$ cat config.mk
export PLATFORM = sky130hd
export DESIGN_NAME = sym_stream_arbiter
export DESIGN_NICKNAME = d
export VERILOG_FILES = /design/src/rtl/sym_stream_arbiter.sv
export SDC_FILE = /design/constraint.sdc
export NUM_CORES = 1
export LEC_CHECK = 0
export ABC_AREA = 1
export CAP_MARGIN = 30
export CORE_ASPECT_RATIO = 0.7
export CORE_UTILIZATION = 25
export CTS_BUF_LIST = sky130_fd_sc_hd__clkbuf_8 sky130_fd_sc_hd__clkbuf_16
export DETAILED_ROUTE_END_ITERATION = 8
export GPL_TIMING_DRIVEN = 0
export SETUP_SLACK_MARGIN = 0.1
export SKIP_LAST_GASP = 1
export SYNTH_ARGS = -nofsm -noshare
export SYNTH_HDL_FRONTEND = slang
export SYNTH_SLANG_ARGS = --single-unit
$ cat constraint.sdc
create_clock -name clk -period 2.3 [get_ports clk]
set_input_delay 0.46 -clock clk [delete_from_list [all_inputs] [get_ports clk]]
set_output_delay 0.46 -clock clk [all_outputs]
set_load 0.03 [all_outputs]
$ cat src/rtl/sym_stream_arbiter.sv
// Round-robin arbiter that lends one 2-bit symbol datapath to NREQ requesters, one packet at a time.
// A packet ends on terminator 3 or an idle timeout, followed by a one-cycle datapath clear.
module sym_stream_arbiter #(
    parameter int NREQ    = 2,
    parameter int TIMEOUT = 15,
    parameter int TW      = 4
) (
    input  logic              clk,
    input  logic              reset_n,
    input  logic [NREQ-1:0]   req_valid,
    input  logic [2*NREQ-1:0] req_sym,
    output logic [NREQ-1:0]   req_ready,
    output logic [NREQ-1:0]   grant,
    output logic [1:0]        dp_in,
    output logic              dp_valid,
    output logic              dp_clr,
    output logic              busy,
    output logic              timeout_evt
);

    localparam int            PW       = $clog2(NREQ);
    localparam logic [1:0]    TERM     = 2'd3;
    localparam logic [TW-1:0] CNT_LAST = TW'(TIMEOUT - 1);

    typedef enum logic [1:0] {ST_IDLE, ST_LOCK, ST_FLUSH} state_t;

    state_t          r_state;
    state_t          w_next;
    logic [NREQ-1:0] r_grant;
    logic [PW-1:0]   r_gidx;
    logic [PW-1:0]   r_ptr;
    logic [PW-1:0]   w_pick;
    logic [PW-1:0]   w_ptr_next;
    logic [TW-1:0]   r_idle_cnt;
    logic [1:0]      r_dp_in;
    logic [1:0]      w_sym;
    logic            r_dp_valid;
    logic            r_dp_clr;
    logic            r_timeout;
    logic            w_hs;
    logic            w_stall_last;

    // Nearest valid requester at or after the round-robin pointer; smallest offset is written last.
    always_comb begin
        // NOTE: every always_comb output gets a default first so no path can infer a latch.
        w_pick = r_ptr;
        for (int k = NREQ - 1; k >= 0; k--) begin
            for (int i = 0; i < NREQ; i++) begin
                if (req_valid[i] && (PW'((int'(r_ptr) + k) % NREQ) == PW'(i)))
                    w_pick = PW'(i);
            end
        end
    end

    always_comb begin
        w_sym = 2'd0;
        for (int i = 0; i < NREQ; i++) begin
            if (r_gidx == PW'(i))
                w_sym = req_sym[2*i +: 2];
        end
    end

    assign w_ptr_next = (r_gidx == PW'(NREQ - 1)) ? '0 : r_gidx + PW'(1);

    // State register.
    always_ff @(posedge clk) begin
        // NOTE: sequential state uses non-blocking assignments so every flop samples pre-edge values.
        if (!reset_n) r_state <= ST_IDLE;
        else          r_state <= w_next;
    end

    // Next-state logic.
    always_comb begin
        w_next = r_state;
        case (r_state)
            ST_IDLE:  if (|req_valid) w_next = ST_LOCK;
            ST_LOCK: begin
                if (w_hs && (w_sym == TERM)) w_next = ST_FLUSH;
                else if (w_stall_last)       w_next = ST_FLUSH;
            end
            ST_FLUSH: w_next = ST_IDLE;
            default:  w_next = ST_IDLE;
        endcase
    end

    // Output logic, driven from registers only.
    always_comb begin
        req_ready = r_grant & {NREQ{r_state == ST_LOCK}};
        busy      = (r_state != ST_IDLE);
    end

    assign w_hs         = |(req_valid & req_ready);
    assign w_stall_last = (r_state == ST_LOCK) && !w_hs && (r_idle_cnt == CNT_LAST);

    // Grant, pointer, idle counter and registered datapath outputs.
    always_ff @(posedge clk) begin
        if (!reset_n) begin
            r_grant    <= '0;
            r_gidx     <= '0;
            r_ptr      <= '0;
            r_idle_cnt <= '0;
            r_dp_in    <= 2'd0;
            r_dp_valid <= 1'b0;
            r_dp_clr   <= 1'b0;
            r_timeout  <= 1'b0;
        end else begin
            r_dp_valid <= 1'b0;
            r_dp_clr   <= 1'b0;
            r_timeout  <= 1'b0;
            case (r_state)
                ST_IDLE: begin
                    if (|req_valid) begin
                        r_grant    <= NREQ'(1) << w_pick;
                        r_gidx     <= w_pick;
                        r_idle_cnt <= '0;
                    end
                end
                ST_LOCK: begin
                    if (w_hs) begin
                        r_dp_in    <= w_sym;
                        r_dp_valid <= 1'b1;
                        r_idle_cnt <= '0;
                    end else begin
                        if (r_idle_cnt != CNT_LAST) r_idle_cnt <= r_idle_cnt + TW'(1);
                        if (w_stall_last)           r_timeout  <= 1'b1;
                    end
                end
                ST_FLUSH: begin
                    r_dp_clr <= 1'b1;
                    r_grant  <= '0;
                    r_ptr    <= w_ptr_next;
                end
                default: ;
            endcase
        end
    end

    assign grant       = r_grant;
    assign dp_in       = r_dp_in;
    assign dp_valid    = r_dp_valid;
    assign dp_clr      = r_dp_clr;
    assign timeout_evt = r_timeout;

endmodule

Word-level counts from Yosys, hierarchy flattened:

Index checks and enable logic that the tools add are counted.

* register bits after elaboration: 15
* input bits: 8
* output and inout bits: 10
* word-level logic and storage cells: 67

* add/subtract/negate cells: 3
* eq/ne operators: 8
* shift operators: 1
* muxes and demuxes: 19
* bitwise logic cells: 6
* reduce and logical (&&, ||, !) cells: 21

Operators with widths (count)
* 4-bit two-way mux: 3
* 2-bit two-way mux: 5
* 2-bit AND reduction: 5
* 1-bit two-way mux: 8
* 2-bit case mux with 2 select lines: 2
* 4-bit case mux with 2 select lines: 1
* 1-bit logical AND: 7
* 2-bit nonzero test: 3
* 4-bit by 1-bit adder with 4-bit output (second input constant): 1
* 2-bit AND: 2
* 2-bit == test (second input constant): 2
* 4-bit == test (second input constant): 1
* 4-bit != test (second input constant): 1
* 1-bit inverter: 4
* 2-bit OR reduction: 2
* 4-bit OR reduction: 1
* 3-bit by 2-bit != test with 1-bit output (second input constant): 1
* 3-bit != test (second input constant): 1
* 3-bit AND reduction: 1
* 1-bit adder (second input constant): 2
* 2-bit by 1-bit == test with 1-bit output (second input constant): 1
* 2-bit zero test: 1
* 2-bit != test (second input constant): 1
* 1-bit by 1-bit left shift with 2-bit output (first input constant): 1
* 1-bit zero test: 1

Logic depth before layout (Yosys ltp):

Gate-level depths: netlist of the first run.

* depth after elaboration: 10
* depth in mapped cells: 9
* depth with buffers taken out: 9

Worst setup path after synthesis of the first run:

OpenSTA, ideal clock, no wires.

* path kind: register to output
* start point: reg r_state[0]
* end point: out req_ready[0]
* arrival: 1.089 ns
* data required time: 1.840 ns
* path slack: 0.751 ns
* stages on the path, launching flop included: 5
* buffers on the path: 0
* cells stage by stage: dfxtp_1 > inv_2 > nor2_8 > inv_1 > nor2_1

* longest elaborated chain between the ends: 2

Ends and longest elaborated chain
* start, declared: line 27 `state_t r_state;`
* start signal, assigned: line 69 `else r_state <= w_next;`
* 2-bit by 1-bit == test with 1-bit output: line 88 `req_ready = r_grant & {NREQ{r_state == ST_LOCK}};`
* 2-bit AND: line 88
* end, declared: line 12 `output logic [NREQ-1:0] req_ready,`

Every way passes these cells.

Final worst setup path of the first run:

* start point: reg r_state[1]
* end point: out busy

* longest elaborated chain between the ends: 1

Ends and longest elaborated chain
* 2-bit nonzero test: line 89 `busy = (r_state != ST_IDLE);`
* end, declared: line 17 `output logic busy,`

Every way passes these cells.

==> run summary, run 1 <==
Tcrit/Tclk final = 89.6%
root cell of the clock tree = clkbuf_8
syn_nets = 113
global-route wire length before repair = 2.47 mm
min Tclk post-route = 2.06 ns
chip height = 48.3 µm
synthesized area = 764 µm²
Worst-path clk slew = 0.06 ns
synthesized flop and latch total = 15
CP endpoint kind = output port
post-synth cell types = 22
Placed Instances = 156
Cell Chain, Critical Path = nor2_1 > inv_1 > clkdlybuf4s50_1
clock buffer depth = 2
Top Ports = 18
share of cells above drive strength 1 = 10.5%
Reg2Reg Depth = 9
Initial Util = 26.9%
port buffer count = 17
top-area cell type share of the netlist area = 39.3%
Buf/Inv on CP = 2
largest net degree at the start of global routing = 11
worst setup path startpoint = r_state[1]$_SDFFE_PN0P_
critical path depth = 3
post-route ant nets = 0
design area = 1020 µm²
unrepaired setup endpoints after global routing = no
worst skew pair latency = 0.24 ns
Antenna diodes = 0
die area = 3290 µm²
Post-Route Skew = 0.000898 ns
VDD IR max = 0.298 mV
Placed Area = 980 µm²
synth-to-layout area growth = 33.7%
total gr overflow = 0
Gate Count Post-Synth = 103
H-tree depth = 1
worst hold path type = reg -> reg
CTS tree = done
Crit path largest cell delay = 0.66 ns
chip width = 68.1 µm
detailed-route DRC error count = 0
Initial DRC Count = 17
synth top area cells = dfxtp_1, nor2_1, nand2_1
gr usage total = 10.7%
non-filler cells, final = 160
vias in the first global route = 587
slowest CP cell = clkdlybuf4s50_1
Seq/Total Area, Yosys = 39.3%
Mapped Avg Cell Area = 7.42 µm²
fill count = 298
Routed WL per cell = 9.63 µm
antenna violations before repair = 0
final WL = 1.54 mm
TritonCTS Buffers = 3
Max FO, Critical Path = 4
r2r startpoint = r_idle_cnt[0]$_SDFFE_PN0P_
Vias = 717
Hold Path Depth = 2
Hold-fix buffers, CTS = 0
area leader, netlist = dfxtp_1
worst setup margin = 0.239 ns
Critical Path RT = 1.84 ns
1st-pass router iterations = 4
clock sinks = 15
max_cap viols = 0
fmax = 485 MHz
Hold Startpoint = dp_in[0]$_SDFFE_PN0P_
hpwl dp = 1.22 mm
CP Class = reg -> out
final setup fails = 0
Via density = 4.48
final net count = 135
Final Power = 0.604 mW
Ys Warns = 0
CP startpoint kind = register
Lkg Pwr = 0.447 nW
top cell family by delay on the critical path = buffers and inverters
CP arrival = 1.60 ns
Worst-Margin Slew = 0.520 ns
endpoints failing hold = 0
pre-CTS setup slack = 0.318 ns
Placer Congestion = 0.844
Pwr Density = 591 nW/µm²
row count = 16
Core Region = 2840 µm²
status = finished clean
setup tns final = 0 ns
relative slew slack = 65.1%
Pins Over Slew Limit = 0
-- routing by layer --
| layer | part of all wire [%] | global-route usage [%] | vias to the layer above |
|---|---|---|---|
| met5 | 0 | 0 | - |
| met4 | 0.45 | 1.25 | 0 |
| met3 | 5.6 | 4.91 | 2 |
| met2 | 41 | 15.7 | 17 |
| met1 | 53 | 14.7 | 319 |
| li1 | - | - | 379 |
-- registers in the layout, summed over array words and instances, names as in the netlist --
name / flops
dp_valid: 1
dp_in: 2
timeout_evt: 1
r_ptr: 1
grant: 2
r_gidx: 1
dp_clr: 1
r_idle_cnt: 4
r_state: 2
-- final timing paths --
path	end	slack, ns
setup / recovery	busy	0.24
hold / removal	dp_in[0]$_SDFFE_PN0P_	0.49
setup reg to reg	r_idle_cnt[3]$_SDFFE_PN0P_	0.93
hold reg to reg	dp_in[0]$_SDFFE_PN0P_	0.49
-- layout make-up --
type / count / area [µm²] / share of cell area, %
Inverter: 18 / 67.6 / 6.61
Timing Repair Buffer: 17 / 168 / 16.4
Clock buffer: 3 / 41.3 / 4.04
Multi-Input combinational cell: 70 / 397 / 38.8
Sequential cell: 15 / 300 / 29.4
Clock inverter: 1 / 3.75 / 0.367
Tap cell: 36 / 45.0 / 4.41
-- power by group --
part           internal (mW)  switching [mW]
sequential             0.273          0.0137
clock                  0.118          0.0860
combinational         0.0472          0.0669
total                  0.438           0.167
-- worst reg2reg max path, delay by kind of cell, from the launching register on --
kind / cells / cell delay (ns)
buf+inv: 1 / 0.08
simple gates: 7 / 0.70
flops: 1 / 0.33
fa+ha+maj: 1 / 0.15
-- stage by stage --
stage | util (%) | hold WS [ns]
2_1_floorplan | - | 0.464
3_3_place_gp | 34.5 | 0.486
3_5_place_dp | 34.5 | 0.492
4_1_cts | 36.0 | 0.500
5_1_grt | 36.0 | 0.541
6_report | 36.0 | 0.494
-- Yosys cell counts --
cell type / count
o21ai_0: 3
nand2_1: 15
nor2_1: 17
nand3_4: 1
nand2_2: 2
nor3_1: 1
inv_2: 3
dfxtp_1: 15
a211oi_1: 2
o211ai_1: 1
nor2_8: 1
xor2_1: 1
a31oi_1: 1
ha_1: 2
inv_1: 14
clkinv_1: 1
nand4_2: 1
a21oi_1: 10
nand4_4: 1
nor2_2: 1
nand3_1: 7
nand4_1: 3
-- layout by cell type (no fill, tap or decap), types with 2 or more instances in the layout --
master,count
a211oi_1,2
a21oi_1,10
clkbuf_8,3
clkdlybuf4s50_1,15
dfxtp_1,15
dlygate4sd2_1,2
ha_1,2
inv_1,15
inv_2,3
nand2_1,15
nand2_2,2
nand3_1,7
nand4_1,3
nor2_1,17
o21ai_0,3
-- what timing repair did --
| item | in CTS | in global routing |
|---|---|---|
| endpoints found under the hold margin | 0 | 0 |
| gates resized for setup | 2 | 0 |
| buffers inserted | 0 | 0 |
| setup endpoints to repair | 2 | 0 |
-- cells by family after synthesis --
kind of cell	synth area share [%]
adder cells (fa/ha/maj)	3.27
buffers and inverters	8.84
AO/OA/AOI/OAI	12.3
AND/OR/NAND/NOR	35.2
flip-flops	39.3
XOR/XNOR	1.15
Power figures use the tool's default switching activity.
==> inputs of run 2 (changes only) <==
Settings changed: ABC_CLOCK_PERIOD_IN_PS set to 2300, GPL_ROUTABILITY_DRIVEN set to 0.
==> results of run 2 <==
Final layout, timing and power as in run 1 (identical DEF).
